`config.mk`:
```
export PLATFORM = sky130hd
export DESIGN_NAME = fifo_rd_arbiter_flat
export DESIGN_NICKNAME = d
export VERILOG_FILES = /design/src/rtl/fifo_rd_arbiter_if.sv /design/src/rtl/fifo_rd_arbiter.sv /design/src/flat_wrapper.sv
export SDC_FILE = /design/constraint.sdc
export NUM_CORES = 1
export LEC_CHECK = 0
export ABC_AREA = 1
export CORE_MARGIN = 10
export CORE_UTILIZATION = 59
export CTS_BUF_LIST = sky130_fd_sc_hd__clkbuf_16
export CTS_CLUSTER_SIZE = 24
export DETAILED_ROUTE_END_ITERATION = 8
export DONT_BUFFER_PORTS = 1
export PLACE_DENSITY = 0.76
export SYNTH_ARGS = -nofsm -noshare
export SYNTH_HDL_FRONTEND = slang
export SYNTH_SLANG_ARGS = --single-unit
```
`constraint.sdc`:
```
create_clock -name rclk -period 2.1 [get_ports rclk]
set_input_delay 0.525 -clock rclk [delete_from_list [all_inputs] [get_ports rclk]]
set_output_delay 0.525 -clock rclk [all_outputs]
set_load 0.02 [all_outputs]
```
`src/rtl/fifo_rd_arbiter_if.sv`:
```
`default_nettype none
// ============================================================================
// Module      : fifo_rd_arbiter_if
// Description : Consumer/FIFO-side bundle of the FIFO read-port arbiter.
// Revision    : 1.0 - initial release
// ============================================================================
interface fifo_rd_arbiter_if #(
    parameter int NREQ = 4,
    parameter int ID_W = 2
);
    logic [NREQ-1:0] req;
    logic            empty;
    logic            r_en;
    logic [NREQ-1:0] gnt;
    logic            busy;
    logic            rd_valid;
    logic [ID_W-1:0] rd_id;

    // Environment side: consumers plus the read-pointer handler.
    modport master (
        output req,
        output empty,
        input  r_en,
        input  gnt,
        input  busy,
        input  rd_valid,
        input  rd_id
    );

    // Arbiter side.
    modport slave (
        input  req,
        input  empty,
        output r_en,
        output gnt,
        output busy,
        output rd_valid,
        output rd_id
    );
endinterface
`default_nettype wire

```
`src/rtl/fifo_rd_arbiter.sv`:
```
`default_nettype none
// ============================================================================
// Module      : fifo_rd_arbiter
// Description : Round-robin, burst-limited arbiter sharing the async FIFO read
//               port among NREQ consumers; every pop is tagged with its owner.
//               Optional empty-stall release: FIFO_RD_ARB_TIMEOUT_EN.
// Revision    : 1.0 - initial release
// ============================================================================
module fifo_rd_arbiter #(
    parameter int NREQ      = 4,
    parameter int ID_W      = 2,
    parameter int MAX_BURST = 4,
    parameter int TIMEOUT   = 8
) (
    input  wire logic         rclk,
    input  wire logic         rrst,
    fifo_rd_arbiter_if.slave  bus
);

    localparam int BCNT_W = $clog2(MAX_BURST) + 1;
    localparam logic [BCNT_W-1:0] C_BCNT_LAST = BCNT_W'(MAX_BURST - 1);
    localparam logic [ID_W-1:0]   C_LAST_RST  = ID_W'(NREQ - 1);

    if (NREQ < 2 || ID_W != $clog2(NREQ) || MAX_BURST < 1 || TIMEOUT < 1) begin : g_bad_params
        $error("fifo_rd_arbiter: illegal parameter set");
    end

    typedef enum logic [0:0] {
        S_IDLE  = 1'b0,
        S_BURST = 1'b1
    } state_t;

    state_t          state_q, state_d;
    logic [NREQ-1:0] gnt_q, gnt_d;
    logic [ID_W-1:0] gidx_q, gidx_d;
    logic [ID_W-1:0] last_q, last_d;
    logic [BCNT_W-1:0] bcnt_q, bcnt_d;
    logic            rd_valid_q;
    logic [ID_W-1:0] rd_id_q;

    logic            w_sel_found;
    logic [ID_W-1:0] w_sel_idx;
    logic [NREQ-1:0] w_sel_onehot;
    logic            w_req_g;
    logic            w_pop;
    logic            w_stall_expire;

    // Search starts one past the last winner and wraps modulo NREQ.
    always_comb begin
        int cand;
        cand        = 0;
        w_sel_found = 1'b0;
        w_sel_idx   = '0;
        for (int k = 1; k <= NREQ; k++) begin
            cand = int'(last_q) + k;
            if (cand >= NREQ) begin
                cand = cand - NREQ;
            end
            if (!w_sel_found && bus.req[cand]) begin
                w_sel_found = 1'b1;
                w_sel_idx   = ID_W'(cand);
            end
        end
    end

    assign w_sel_onehot = {{(NREQ-1){1'b0}}, 1'b1} << w_sel_idx;
    assign w_req_g      = bus.req[gidx_q];
    assign w_pop        = (state_q == S_BURST) && w_req_g && !bus.empty;

`ifdef FIFO_RD_ARB_TIMEOUT_EN
    localparam int STALL_W = $clog2(TIMEOUT + 1);
    localparam logic [STALL_W-1:0] C_STALL_MAX = STALL_W'(TIMEOUT);

    logic [STALL_W-1:0] stall_q, stall_d;

    // Held at zero outside a burst, so every new grant starts a fresh count.
    always_comb begin
        stall_d        = stall_q;
        w_stall_expire = 1'b0;
        if (state_q == S_IDLE || w_pop) begin
            stall_d = '0;
        end else if (w_req_g && bus.empty) begin
            stall_d = stall_q + 1'b1;
            if (stall_d == C_STALL_MAX) begin
                w_stall_expire = 1'b1;
            end
        end
    end

    always_ff @(posedge rclk) begin
        if (rrst) begin
            stall_q <= '0;
        end else begin
            stall_q <= stall_d;
        end
    end
`else
    assign w_stall_expire = 1'b0;
`endif

    always_comb begin
        state_d = state_q;
        gnt_d   = gnt_q;
        gidx_d  = gidx_q;
        last_d  = last_q;
        bcnt_d  = bcnt_q;
        case (state_q)
            S_IDLE: begin
                if (w_sel_found) begin
                    state_d = S_BURST;
                    gnt_d   = w_sel_onehot;
                    gidx_d  = w_sel_idx;
                    last_d  = w_sel_idx;
                    bcnt_d  = '0;
                end
            end
            S_BURST: begin
                if (w_pop) begin
                    bcnt_d = bcnt_q + 1'b1;
                end
                // Clearing bcnt on release keeps it within 0..MAX_BURST-1.
                if ((w_pop && bcnt_q == C_BCNT_LAST) || !w_req_g || w_stall_expire) begin
                    state_d = S_IDLE;
                    gnt_d   = '0;
                    bcnt_d  = '0;
                end
            end
            default: begin
                state_d = S_IDLE;
                gnt_d   = '0;
                bcnt_d  = '0;
            end
        endcase
    end

    always_ff @(posedge rclk) begin
        if (rrst) begin
            state_q    <= S_IDLE;
            gnt_q      <= '0;
            gidx_q     <= '0;
            last_q     <= C_LAST_RST;
            bcnt_q     <= '0;
            rd_valid_q <= 1'b0;
            rd_id_q    <= '0;
        end else begin
            state_q    <= state_d;
            gnt_q      <= gnt_d;
            gidx_q     <= gidx_d;
            last_q     <= last_d;
            bcnt_q     <= bcnt_d;
            rd_valid_q <= w_pop;
            if (w_pop) begin
                rd_id_q <= gidx_q;
            end
        end
    end

    assign bus.r_en     = w_pop;
    assign bus.gnt      = gnt_q;
    assign bus.busy     = (state_q == S_BURST);
    assign bus.rd_valid = rd_valid_q;
    assign bus.rd_id    = rd_id_q;

endmodule
`default_nettype wire

```
`src/flat_wrapper.sv`:
```
// flat-port wrapper written by rule: the top's interface ports become plain ports
module fifo_rd_arbiter_flat 
#(
    parameter int NREQ      = 4,
    parameter int ID_W      = 2,
    parameter int MAX_BURST = 4,
    parameter int TIMEOUT   = 8
)
  (rclk, rrst, bus_req, bus_empty, bus_r_en, bus_gnt, bus_busy, bus_rd_valid, bus_rd_id);
  fifo_rd_arbiter_if #(.NREQ(NREQ), .ID_W(ID_W)) bus_i ();
  input  wire logic rclk;
  input  wire logic rrst;
  input wire logic [$bits(bus_i.req)-1:0] bus_req;
  input wire logic [$bits(bus_i.empty)-1:0] bus_empty;
  output wire logic [$bits(bus_i.r_en)-1:0] bus_r_en;
  output wire logic [$bits(bus_i.gnt)-1:0] bus_gnt;
  output wire logic [$bits(bus_i.busy)-1:0] bus_busy;
  output wire logic [$bits(bus_i.rd_valid)-1:0] bus_rd_valid;
  output wire logic [$bits(bus_i.rd_id)-1:0] bus_rd_id;
  assign bus_i.req = bus_req;
  assign bus_i.empty = bus_empty;
  assign bus_r_en = bus_i.r_en;
  assign bus_gnt = bus_i.gnt;
  assign bus_busy = bus_i.busy;
  assign bus_rd_valid = bus_i.rd_valid;
  assign bus_rd_id = bus_i.rd_id;
  fifo_rd_arbiter #(.NREQ(NREQ), .ID_W(ID_W), .MAX_BURST(MAX_BURST), .TIMEOUT(TIMEOUT)) u_core (.rclk(rclk), .rrst(rrst), .bus(bus_i));
endmodule
```
==> Flow_metrics.wiki, run 1 <==
{| class="wikitable"
! Metric !! Value
|-
| End of the worst register-to-register path || u_core.bus.gnt[2]
|-
| Sequential fraction of the synthesis area || between 30% and 40%
|-
| Clock-pin slew on the worst setup and hold paths || roughly 0.040 ns
|-
| Floorplan die width || 60.5 um
|-
| Antenna violations before repair || 0
|-
| FP Rows || 14
|-
| RSZ-0062 raised after global routing || false
|-
| Hold Violations, Final || 0
|-
| Worst hold-check path type || input pin to flip-flop
|-
| Most used cell, CP || inv_1
|-
| Nature of the critical path endpoint || output port
|-
| DR iter-0 viols || 18
|-
| Storage element area || 300 sq um
|-
| Time the worst path needs with I/O delays and setup || 1.93 ns
|-
| Post-synthesis instance area || 968 sq um
|-
| Clock tree from TritonCTS || built
|-
| Buffers and inverters on the worst path || 2
|-
| Full die area || between 0.003 and 0.004 sq mm
|-
| Number of buffers on the longest clock path || 2
|-
| Library cell with the largest summed area after synthesis || dfxtp_1
|-
| Number of distinct library cells after synthesis || 25
|-
| Height of the die || 60.5 um
|-
| Final Wtd Congestion || just under 0.8
|-
| Syn nets || ~150
|-
| Total negative setup slack || 0 ns
|-
| Sinks on Clock Net || 15
|-
| Final clock period utilization by the worst path || between 90% and 100%
|-
| Total routed wirelength || 1950 um
|-
| H-tree depth reported by CTS || 1
|-
| Worst Setup Slack, final || 0.174 ns
|-
| Post-synth EDFFs || 0
|-
| Post-Route Hold Slack || between 0.3 and 0.4 ns
|-
| Gr usage total || 11.4%
|-
| Highest-delay cell along the critical path || dfxtp_1
|-
| Max frequency || 519 MHz
|-
| Detailed-placement wirelength estimate || ~1600 um
|-
| Largest net degree at the start of global routing || 12
|-
| Post-layout power || 1.80 mW
|-
| Critical Path Sink || bus_r_en
|-
| Cell with the most instances after synthesis || nand2_1
|-
| Synth Register Bits || 15
|-
| Most frequently used flop master after synthesis || dfxtp_1
|-
| Effective utilization at floorplan || 63.5%
|-
| VDD IR-drop max || a little over 1000 uV
|-
| Run status || complete, no violations
|-
| Core area || 0.00152 sq mm
|-
| Area taken by multi-input logic gates || 594 sq um
|-
| Clock Tree Root || clkbuf_16
|-
| Drt first pass iters || 4
|-
| Biggest cell delay along the critical path || 0.45 ns
|-
| Via count of the first global-routing pass || 765
|-
| Area Growth Syn to Fin || 9.43%
|-
| Data arrival at the endpoint of the critical path || 1.40 ns
|-
| Insertion delay of the later-clocked pin in the worst-skew pair || between 0.2 and 0.25 ns
|-
| Hold-fix buffers at CTS || 0
|-
| Sort of element at the start of the critical path || flip-flop
|-
| PostCTS Resize Cnt || 0
|-
| Largest cells by area after synthesis || dfxtp_1 (31%), nand2_1 (17%), nand2_2 (9.0%)
|-
| Number of instances in the synthesized netlist || 139
|-
| Path length in cells of the critical path || 4
|-
| Post-CTS Repair Setup Buffers || 0
|-
| Number of placed instances, taps included || ~150
|-
| Average wire per standard cell || approximately 12 um
|-
| Antenna Diode Count || 0
|-
| Post-layout instance count excluding filler cells || 158
|-
| Number of nets in the final layout || 152
|-
| DRC Markers || 0
|-
| Worst max-slew margin expressed relative to the limit || 77.8%
|-
| Post-synthesis average cell area || 6.97 sq um
|-
| Leak pwr || 0.513 nW
|-
| Count of boundary I/O pins || 16
|-
| Startpoint of the worst setup timing path || u_core.bus.busy
|-
| R2R setup slack || about 0.46 ns
|-
| Fraction of layout cells with a size suffix above 1 || between 20% and 30%
|-
| Number of cells on the worst reg-to-reg path || 13
|-
| Final slew viol count || 0
|-
| Overflow after GRT || 0
|-
| Power Dens Cells || roughly 1700 mW/mm^2
|-
| Source of the worst register-to-register timing path || u_core.last_q[1]
|-
| Worst setup timing slack at the placement stage || around 0.23 ns
|-
| Total number of vias || 854
|-
| Number of warnings issued by yosys || 0
|-
| Count of input and output buffers || 0
|-
| Number of vias per cell after detailed routing || 5.41
|-
| Fraction of synthesized cell area taken by the top area cell type || 31.0%
|-
| CP top delay family || flip-flops
|-
| Final setup violation count || 0
|-
| Largest fanout on the critical path || 4
|-
| First-pass GRT wire length || 3220 um
|-
| Top cells by instance count after synthesis || nand2_1 (43), dfxtp_1 (15), nand2_2 (14), inv_1 (11), a21oi_1 (8)
|-
| Critical path required time || between 1.5 and 2 ns
|-
| Worst-margin pin slew || ~0.33 ns
|-
| Cell chain of the critical path || inv_1, a21oi_1, nand2_1, inv_1
|-
| Async set-or-reset flop fraction in the synthesized netlist || 0%
|-
| Number of max-capacitance violations reported || 0
|-
| TritonCTS Buffers || 3
|-
| Detail Route Antenna Nets || 0
|-
| Final worst clock skew || 0.000836 ns
|-
| Number of filler cells placed in the layout || 137
|-
| Classification of the worst setup path || flip-flop to output port
|}
where the power goes:
part / total (mW) / internal, mW / switching [mW]
combinational: 0.939 / 0.312 / 0.627
sequential: 0.500 / 0.377 / 0.123
clock: 0.356 / 0.251 / 0.105
kinds of logic (layout without fill, tap and decap cells):
family,after synthesis,after routing,share of synthesized area (%)
DFF,15,15,31.0
and+or+nand+nor,82,82,44.4
buffers and inverters,17,20,7.62
AOI/OAI and AO/OA,23,23,14.3
adders and majority gates,2,2,2.58
sequential cells by signal, indices dropped and copies added, names as in the netlist:
register,flops
u_core.bcnt_q,3
u_core.bus.busy,1
u_core.bus.gnt,4
u_core.bus.rd_id,2
u_core.bus.rd_valid,1
u_core.gidx_q,2
u_core.last_q,2
how the worst min path moves through the flow:
stage / from / slack, ns / end / cells past startpoint
global route: rrst / 0.33 / u_core.bus.gnt[3] / 1
global placement: u_core.bcnt_q[2] / 0.45 / u_core.bcnt_q[2] / 2
finish: rrst / 0.34 / u_core.bus.gnt[3] / 1
detailed placement: u_core.bcnt_q[2] / 0.46 / u_core.bcnt_q[2] / 2
floorplan: u_core.bcnt_q[2] / 0.44 / u_core.bcnt_q[2] / 2
CTS: rrst / 0.34 / u_core.gidx_q[1] / 1
layout make-up:
| cell class | instances | share of cell area (%) |
|---|---|---|
| multi-input combinational | 107 | 56.1 |
| clock inverter | 1 | 0.354 |
| timing repair buffer | 1 | 0.708 |
| tap | 16 | 1.89 |
| clock buffer | 3 | 7.08 |
| inverter | 15 | 5.55 |
| sequential | 15 | 28.3 |
layout by cell type (no fill, tap or decap), types with 2 or more instances in the layout:
cell type	n
o211ai_1	4
nand2_1	43
nor2_1	7
a21oi_2	2
nand2_2	14
inv_2	3
dfxtp_1	15
o21ai_1	2
inv_1	12
ha_1	2
nand3_2	5
nand2_4	3
nand3_1	5
clkbuf_16	3
a21oi_1	8
o21ai_0	5
worst reg2reg max path, cell delays in order (launching register included):
cell,delay (ns)
dfxtp_1,0.44
inv_2,0.11
nand2_1,0.09
nand2_2,0.07
nand2_4,0.07
nand2_4,0.06
nor2_4,0.14
nand3_1,0.11
nand2_2,0.12
inv_4,0.06
nand3_2,0.09
nor2_1,0.05
nor2_1,0.08
nor2_1,0.04
per-layer routing:
layer	vias to the layer above	track usage (%)	share of wire [%]
met1	366	13.1	42
li1	459	-	-
met4	0	4.70	1.5
met2	24	16.5	43
met3	5	7.31	13
met5	-	0	0
per-stage QoR:
step | area, sq um | util (%)
global route | 1060 | 69.5
CTS | 1060 | 69.5
floorplan | 968 | -
finish | 1060 | 69.5
detailed placement | 981 | 64.4
global placement | 981 | 64.4
(Power assumes the default switching activity.)
==> run 2: changes to the inputs <==
--- a/config.mk
+++ b/config.mk
@@ -7,12 +7,12 @@
 export LEC_CHECK = 0
 export ABC_AREA = 1
 export CORE_MARGIN = 10
-export CORE_UTILIZATION = 59
+export CORE_UTILIZATION = 40
 export CTS_BUF_LIST = sky130_fd_sc_hd__clkbuf_16
 export CTS_CLUSTER_SIZE = 24
 export DETAILED_ROUTE_END_ITERATION = 8
 export DONT_BUFFER_PORTS = 1
-export PLACE_DENSITY = 0.76
+export PLACE_DENSITY = 0.55
 export SYNTH_ARGS = -nofsm -noshare
 export SYNTH_HDL_FRONTEND = slang
 export SYNTH_SLANG_ARGS = --single-unit
==> Flow_metrics.wiki, run 2 (same netlist as run 1, synthesis figures left out) <==
{| class="wikitable"
! Metric !! Value
|-
| Clock-pin slew on the worst setup and hold paths || 0.05 ns (about the same)
|-
| Final worst clock skew || 0.00717 ns (+0.00634 ns)
|-
| PostCTS Resize Cnt || 0 (unchanged)
|-
| DRC Markers || 0 (unchanged)
|-
| Classification of the worst setup path || flip-flop to output port
|-
| Sinks on Clock Net || 15 (unchanged)
|-
| Detailed route wirelength on metal3 || 239 um (-7.0%)
|-
| Overflow after GRT || 0 (unchanged)
|-
| Number of flip-flops in the largest register || 4 (unchanged)
|-
| Number of vias per cell after detailed routing || 5.19 (-3.9%)
|-
| Final setup violation count || 0 (unchanged)
|-
| TritonCTS Buffers || 3 (unchanged)
|-
| Largest fanout on the critical path || 6 (+2)
|-
| Effective utilization at floorplan || 43.0% (-21 points)
|-
| Total met2 wirelength after detailed routing || 897 um (+6.5%)
|-
| Leading cell types in the layout, fill and taps excluded || nand2_1 (43), dfxtp_1 (15), nand2_2 (14)
|-
| Post-CTS Repair Setup Buffers || 0 (unchanged)
|-
| Detail Route Antenna Nets || 0 (unchanged)
|-
| Clock Tree Root || clkbuf_16
|-
| Top sig layer || met4
|-
| Worst hold-check path type || input pin to flip-flop
|-
| Power Dens Cells || 1690 mW/mm^2 (-0.26%)
|-
| Height of the die || 69.2 um (+14%)
|-
| Detailed-placement wirelength estimate || 1730 um (+10%)
|-
| Worst-margin pin slew || 0.287 ns (-0.0426 ns)
|-
| Antenna Diode Count || 0 (unchanged)
|-
| Nature of the critical path endpoint || output port
|-
| Sum of routed wire segments on met1 || 972 um (+18%)
|-
| Final slew viol count || 0 (unchanged)
|-
| Sort of element at the start of the critical path || flip-flop
|-
| Worst max-slew margin expressed relative to the limit || 80.7% (+2.9 points)
|-
| Number of buffers on the longest clock path || 2 (unchanged)
|-
| FP Rows || 17 (+3)
|-
| Total routed wirelength || 2130 um (+9.0%)
|-
| H-tree depth reported by CTS || 1 (unchanged)
|-
| VDD IR-drop max || 645 uV (-36%)
|-
| First-pass GRT wire length || 3530 um (+9.9%)
|-
| Number of nets in the final layout || 152 (unchanged)
|-
| Max frequency || 507 MHz (-2.4%)
|-
| Via count of the first global-routing pass || 787 (+2.9%)
|-
| Number of filler cells placed in the layout || 234 (+71%)
|-
| Critical path required time || 1.57 ns (about the same)
|-
| Time the worst path needs with I/O delays and setup || 1.97 ns (+0.0466 ns)
|-
| Leak pwr || 0.508 nW (-1.0%)
|-
| Number of max-capacitance violations reported || 0 (unchanged)
|-
| Data arrival at the endpoint of the critical path || 1.45 ns (+0.05 ns)
|-
| Gr usage total || 8.75% (-2.6 points)
|-
| Antenna violations before repair || 0 (unchanged)
|-
| Run status || complete, no violations
|-
| Hold wc startpoint || rrst
|-
| Area Growth Syn to Fin || 11.4%
|-
| Clock tree from TritonCTS || built
|-
| Final Wtd Congestion || 0.856 (+9.1%)
|-
| Total number of vias || 883 (+3.4%)
|-
| Hold Violations, Final || 0 (unchanged)
|-
| Core area || 0.00225 sq mm (+48%)
|-
| Post-layout power || 1.82 mW (+1.5%)
|-
| Commonest non-fill, non-tap cell in the layout || nand2_1
|-
| RSZ-0062 raised after global routing || false
|-
| DR iter-0 viols || 51 (+33)
|-
| Count of input and output buffers || 0 (unchanged)
|-
| Fraction of layout cells with a size suffix above 1 || 26.1% (+0.70 points)
|-
| Floorplan die width || 69.2 um (+14%)
|-
| Insertion delay of the later-clocked pin in the worst-skew pair || 0.25 ns (about the same)
|-
| Hold-fix buffers at CTS || 0 (unchanged)
|-
| Startpoint of the worst setup timing path || u_core.gidx_q[0]
|-
| Final clock period utilization by the worst path || 93.9% (+2.2 points)
|-
| Average wire per standard cell || 12.5 um (+1.3%)
|-
| Drt first pass iters || 5 (+1)
|-
| Full die area || 0.00479 sq mm (+31%)
|-
| Count of boundary I/O pins || 16 (unchanged)
|-
| Source of the worst register-to-register timing path || u_core.last_q[1]
|-
| Total negative setup slack || 0 ns (unchanged)
|-
| Largest net degree at the start of global routing || 12 (unchanged)
|}
-- run 2: cell count changes in the layout (fill, tap and decap cells not counted), sizes merged --
cell / before / now
clkinvlp: 0 / 1
inv: 16 / 15
-- run 2: cell type report --
cell class | instances | area (sq um) | share of cell area (%)
inverters | 15 | 58.8 | 5.45
multi-input cells | 107 | 594 | 55.1
clock inverters | 1 | 7.51 | 0.696
repair buffers | 1 | 7.51 | 0.696
flip-flops and latches | 15 | 300 | 27.8
well taps | 28 | 35.0 | 3.25
clock buffers | 3 | 75.1 | 6.96
-- run 2: power breakdown --
part	internal [mW]	switching [mW]
Combinational	0.312	0.637
Sequential	0.376	0.124
Clock	0.256	0.118
-- run 2: metal layers --
layer | vias to the layer above | track usage [%]
met5 | - | 0
met4 | 0 | 3.33
met3 | 2 | 5.71
met2 | 24 | 12.8
met1 | 401 | 9.84
li1 | 456 | -
-- run 2: worst paths after layout --
path | depth (start not counted) | slack (ns) | to
setup / recovery | 5 | 0.13 | bus_r_en
hold / removal | 1 | 0.33 | u_core.gidx_q[1]
setup reg to reg | 13 | 0.49 | u_core.bus.gnt[2]
hold reg to reg | 2 | 0.46 | u_core.bcnt_q[2]
-- run 2: metrics by stage --
step | cells | util, % | hold slack [ns] | setup slack [ns] | instance area (sq um)
2_1_floorplan | 139 | - | 0.436 | 0.330 | 968
3_3_place_gp | 166 | 44.2 | 0.449 | 0.253 | 996
3_5_place_dp | 166 | 44.2 | 0.455 | 0.180 | 996
4_1_cts | 170 | 47.8 | 0.330 | 0.120 | 1080
5_1_grt | 170 | 47.8 | 0.323 | 0.00195 | 1080
6_report | 170 | 47.8 | 0.331 | 0.127 | 1080
-- run 2: worst max-delay path: stages (launching register included) --
cell	delay [ns]
dfxtp_1	0.36
a21oi_1	0.14
o21ai_0	0.09
a21oi_1	0.23
nand2_1	0.15
inv_1	0.22
